File: src/rtl/ahb_remap_win.sv
// ahb_remap_win
// AHB-Lite address-remap stage between a CoreAHB slave port and a CoreAHB
// master port. Each address phase is compared against NWIN match windows.
// On a hit, the masked address bits are replaced by the window target and the
// transfer is forwarded with no added latency. On a miss, the transfer is not
// forwarded; instead a local two-cycle ERROR response is returned, and the
// first faulting address is captured for software.
//
// Ports
//   clk, rst              clock, synchronous active-high reset
//   s_*                   AHB-Lite slave side (from the upstream master/bus)
//   m_*                   AHB-Lite master side (to the downstream slave)
//   win_en / win_en_q     requested / active window enables; the active set
//                         changes only at bus-idle points
//   err_valid, err_addr   sticky unmapped-access flag and first fault address
//   err_clr               clears err_valid (a same-cycle miss takes priority)
module ahb_remap_win #(
  parameter int                 NWIN        = 4,
  parameter logic [NWIN*32-1:0] MATCH_BASE  = {NWIN{32'h0000_0000}},
  parameter logic [NWIN*32-1:0] MATCH_MASK  = {NWIN{32'hFFE0_0000}},
  parameter logic [NWIN*32-1:0] TARGET_BASE = {NWIN{32'h6000_0000}},
  parameter logic [NWIN-1:0]    WIN_EN_RST  = {NWIN{1'b1}}
) (
  input  logic            clk,
  input  logic            rst,
  input  logic [31:0]     s_haddr,
  input  logic [1:0]      s_hsize,
  input  logic [2:0]      s_hburst,
  input  logic [3:0]      s_hprot,
  input  logic [31:0]     s_hwdata,
  input  logic            s_hwrite,
  input  logic            s_hmastlock,
  input  logic [1:0]      s_htrans,
  input  logic            s_hready,
  input  logic            s_hselx,
  output logic [31:0]     s_hrdata,
  output logic            s_hresp,
  output logic            s_hreadyout,
  output logic [31:0]     m_haddr,
  output logic [1:0]      m_hsize,
  output logic [2:0]      m_hburst,
  output logic [3:0]      m_hprot,
  output logic [1:0]      m_htrans,
  output logic [31:0]     m_hwdata,
  output logic            m_hlock,
  output logic            m_hwrite,
  input  logic [31:0]     m_hrdata,
  input  logic            m_hresp,
  input  logic            m_hready,
  input  logic [NWIN-1:0] win_en,
  output logic [NWIN-1:0] win_en_q,
  output logic            err_valid,
  output logic [31:0]     err_addr,
  input  logic            err_clr
);

  localparam logic [1:0] ST_IDLE = 2'd0;
  localparam logic [1:0] ST_FWD  = 2'd1;
  localparam logic [1:0] ST_ERR1 = 2'd2;
  localparam logic [1:0] ST_ERR2 = 2'd3;

  logic [1:0]  state;
  logic [1:0]  state_nxt;
  logic        acc;
  logic        hit;
  logic        miss;
  logic        win_upd;
  logic [31:0] sel_mask;
  logic [31:0] sel_tgt;

  assign acc  = s_hselx & s_hready & s_htrans[1];
  assign miss = acc & ~hit;

  // Window decode. The loop runs from the highest index downward, so the
  // lowest-index hitting window is assigned last and takes priority.
  always_comb begin
    hit      = 1'b0;
    sel_mask = 32'h0;
    sel_tgt  = 32'h0;
    for (int i = NWIN - 1; i >= 0; i--) begin
      if (win_en_q[i] &&
          ((s_haddr & MATCH_MASK[32*i +: 32]) ==
           (MATCH_BASE[32*i +: 32] & MATCH_MASK[32*i +: 32]))) begin
        hit      = 1'b1;
        sel_mask = MATCH_MASK[32*i +: 32];
        sel_tgt  = TARGET_BASE[32*i +: 32];
      end
    end
  end

  // Address translation and forwarding. Unmapped transfers are
  // presented downstream as IDLE.
  assign m_haddr  = hit ? ((sel_tgt & sel_mask) | (s_haddr & ~sel_mask)) : s_haddr;
  assign m_htrans = (acc && hit) ? s_htrans : 2'b00;
  assign m_hsize  = s_hsize;
  assign m_hburst = s_hburst;
  assign m_hprot  = s_hprot;
  assign m_hwdata = s_hwdata;
  assign m_hlock  = s_hmastlock;
  assign m_hwrite = s_hwrite;

  // ERR1 always advances. The other states move only when the bus is ready,
  // so a stalled forwarded data phase holds FWD.
  always_comb begin
    state_nxt = state;
    if (state == ST_ERR1) begin
      state_nxt = ST_ERR2;
    end else if (s_hready) begin
      if (acc) state_nxt = hit ? ST_FWD : ST_ERR1;
      else     state_nxt = ST_IDLE;
    end
  end

  always_comb begin
    s_hreadyout = 1'b1;
    s_hresp     = 1'b0;
    s_hrdata    = 32'h0;
    case (state)
      ST_FWD: begin
        s_hreadyout = m_hready;
        s_hresp     = m_hresp;
        s_hrdata    = m_hrdata;
      end
      ST_ERR1: begin
        s_hreadyout = 1'b0;
        s_hresp     = 1'b1;
      end
      ST_ERR2: begin
        s_hreadyout = 1'b1;
        s_hresp     = 1'b1;
      end
      default: ;
    endcase
  end

  // Enables may change only when no transfer is in flight and none is
  // being accepted, so a decode never sees a half-applied window set.
  assign win_upd = ~acc & ((state == ST_IDLE) | ((state == ST_FWD) & s_hready));

  always_ff @(posedge clk) begin
    if (rst) begin
      state     <= ST_IDLE;
      err_valid <= 1'b0;
      err_addr  <= 32'h0;
      win_en_q  <= WIN_EN_RST;
    end else begin
      state <= state_nxt;
      if (win_upd) win_en_q <= win_en;
      // A miss arriving with err_clr re-arms capture in the same cycle.
      if (miss && (!err_valid || err_clr)) begin
        err_valid <= 1'b1;
        err_addr  <= s_haddr;
      end else if (err_clr) begin
        err_valid <= 1'b0;
      end
    end
  end

endmodule
File: config.mk
export PLATFORM = sky130hd
export DESIGN_NAME = ahb_remap_win
export DESIGN_NICKNAME = d
export VERILOG_FILES = /design/src/rtl/ahb_remap_win.sv
export SDC_FILE = /design/constraint.sdc
export NUM_CORES = 1
export LEC_CHECK = 0
export BUFFER_PORTS_ARGS = -buffer_cell sky130_fd_sc_hd__clkbuf_2
export CORE_AREA = 2 2 104 106
export DETAILED_ROUTE_END_ITERATION = 10
export DIE_AREA = 0 0 106 108
export SLEW_MARGIN = 10
export SYNTH_ARGS = -nofsm -noshare
export SYNTH_HDL_FRONTEND = slang
export SYNTH_SLANG_ARGS = --single-unit
File: constraint.sdc
create_clock -name clk -period 2.05 [get_ports clk]
set_input_delay 0.41 -clock clk [delete_from_list [all_inputs] [get_ports clk]]
set_output_delay 0.41 -clock clk [all_outputs]
set_load 0.01 [all_outputs]
==> reports/results.txt <==
Outcome -> complete, but fails checks
Failing checks -> setup timing
Critical Path Sink Type -> primary output
Hold Path Stages -> 2
Ys Warns -> 0
R2R cell count -> 6
Syn Std Cell Area -> 2560 sq um
Hold Buf Count CTS -> 0
Clock Sinks -> 39
TritonCTS buffer count -> 5
CTS tree -> built
Hold Path Origin -> win_en[2]
Post-Layout Cell Count -> 539
Skew-Pair Late Insertion Delay -> 0.29 ns
Clock tree buffer depth -> 2
RR Endpoint -> err_addr[2]$_SDFFE_PP0P_
Post-synth EDFFs -> 0
CP max-delay cell -> or4_4
Ys flop type -> dfxtp_1
RSZ-0062 raised after global routing -> yes
Syn avg cell area -> 8.83 sq um
Largest net degree at the start of global routing -> 42
Required @ worst endpoint -> 1.64 ns
Max Freq -> 0.472 GHz
Drt pass-1 iters -> 4
Wire per inst -> 12.1 microns
Starting density of the core -> 25.0%
Via count -> 2164
Register area share after synthesis -> 30.5%
Iter 0 DRT Violations -> 63
H-tree Lvls -> 2
Peak supply drop -> 0.000303 V
Unique masters post-synth -> 25
Crit path launch type -> flip-flop
CP top delay family -> simple AND/OR/NAND/NOR gates
Total wire length -> 6.55 mm
Tot GR Track Use -> 10.4%
Setup violators final -> 3
Setup WS post-layout -> -0.0706 ns
ANT cells -> 0
Clock slew at reported path FFs -> 0.08 ns
Gpl congestion -> 0.700
Proportion of layout cells with a drive suffix above 1 -> 52.1%
Dpl hpwl -> 5.26 mm
Initial antenna violation count -> 0
Cells along the critical path -> or4_4, nand4_4, or2_4, inv_2, and2_1, clkbuf_2
Die X -> 106 microns
Clk root buf -> clkbuf_8
Relative slew margins -> 63.1%
Net Count, Synth -> 410
Tmin final -> 2.12 ns
Tightest Pin Transition -> 0.550 ns
Setup TNS after final layout -> -0.139 ns
Vias in the first global route -> 1984
Lkg Pwr -> 0.00163 uW
DRC -> 0
FP Rows -> 37
Ys async rst share -> 0%
HP Class -> input pin to flip-flop
Worst EP arrival -> 1.71 ns
Worst Path Max Fanout -> 4
Final Power -> 1960 uW
Die area -> 11400 sq um
WP buf/inv -> 2
Count of pins over their slew limit -> 0
R2R Setup Slk -> 0.16 ns
Setup Crit Path Kind -> flip-flop to primary output
R2r startpoint -> win_en_q[3]$_SDFFE_PP1P_
Final Cycle Share -> 103%
Top Ports -> 268
Antenna Nets Post-Route -> 0
Net count, final -> 522
DP Worst Slack -> -0.129 ns
Yosys reg bits -> 39
Max incr delay on CP -> 0.57 ns
Final Skew -> 0.00476 ns
Dpl cells -> 529
Final Hold Vio Count -> 0
Die H -> 108 microns
Post-Synthesis Cells -> 290
PD cells -> 598 nW/um^2
Hold_ws -> 0.320 ns
First-pass GRT wire length -> 9.58 mm
Vias per cell -> 4.01
Max-Cap Viols -> 0
Core ar. -> 10200 sq um
IO buf count -> 181
Total congestion overflow -> 0
WHS Endpoint -> win_en_q[2]$_SDFFE_PP1P_
Area Growth Syn to Fin -> 28.3%
## repair_timing
action | CTS | global route
buffers inserted | 1 | 1
setup endpoints to repair | 4 | 4
gates resized for setup | 5 | 4
pin swaps | 4 | 0
## stage by stage
step	utilization, %	instance area, sq um
finish	32.1	3280
floorplan	-	2560
detailed placement	30.4	3110
global placement	30.4	3110
CTS	32.0	3270
global route	32.1	3280
## worst max path at each step
stage | slack [ns] | end | cells past startpoint | start
floorplan | 0.18 | m_htrans[0] | 5 | s_haddr[21]
detailed placement | -0.13 | m_htrans[0] | 8 | s_haddr[21]
finish | -0.07 | m_htrans[0] | 6 | win_en_q[3]$_SDFFE_PP1P_
global route | -0.14 | m_htrans[0] | 6 | win_en_q[3]$_SDFFE_PP1P_
global placement | -0.19 | m_htrans[0] | 8 | s_haddr[21]
CTS | -0.10 | m_htrans[0] | 6 | win_en_q[3]$_SDFFE_PP1P_
## cells by family (layout without fill, tap and decap cells)
logic type             count (synthesis)  after routing  synth area share, %
DFF                                   39             39                 30.5
buffers and inverters                 89            202                 24.6
muxes                                 33             33                 12.9
AOI/OAI and AO/OA                      9              9                 2.44
and+or+nand+nor                      120            120                 29.5
## power breakdown
group | switching [uW] | internal (uW) | total (uW)
combinational | 182 | 197 | 379
sequential | 20.4 | 790 | 811
clock | 287 | 487 | 774
total | 489 | 1470 | 1960
## cell usage after synthesis, types with 2 or more instances
library cell   n  area (sq um)
nand2b_1      65           407
buf_4         64           480
dfxtp_1       39           781
and2_1        33           206
mux2i_1       33           330
clkbuf_1      20          75.1
nor2b_1        6          37.5
a211o_1        4          35.0
a21oi_1        3          15.0
buf_12         3          60.1
nand2_1        3          11.3
and3_1         2          12.5
nor4_1         2          12.5
or2b_1         2          15.0
## layout make-up
cell class,count,area (sq um)
clock buffer,6,72.6
clock inverter,2,60.1
fill,1082,6950
inverter,1,3.75
multi-input combinational,162,1170
sequential,39,783
tap,136,170
timing repair buffer,193,1020
## layout by cell type, fill, tap and decap left out, types with 2 or more instances in the layout
master,instances
clkbuf_2,179
nand2b_1,65
dfxtp_1,37
and2_1,33
mux2i_1,33
buf_4,10
nor2b_1,6
clkbuf_8,5
a211o_1,4
nand2_1,3
a21oi_1,3
nor4_2,2
or2b_1,2
bufinv_16,2
buf_2,2
buf_12,2
dfxtp_2,2
## layer usage
metal	vias up	wire length [microns]	GRT usage (%)	share of wire [%]
met4	0	130	4.79	2.0
met2	84	3170	17.2	48
li1	1073	-	-	-
met3	21	417	2.23	6.4
met5	-	0	0	0
met1	986	2830	13.1	43
## sequential cells by signal, indices dropped and copies added, names as in the netlist
register	count
err_valid	1
win_en_q	4
state	2
err_addr	32
Note: power is estimated with default switching activity, not from simulation.
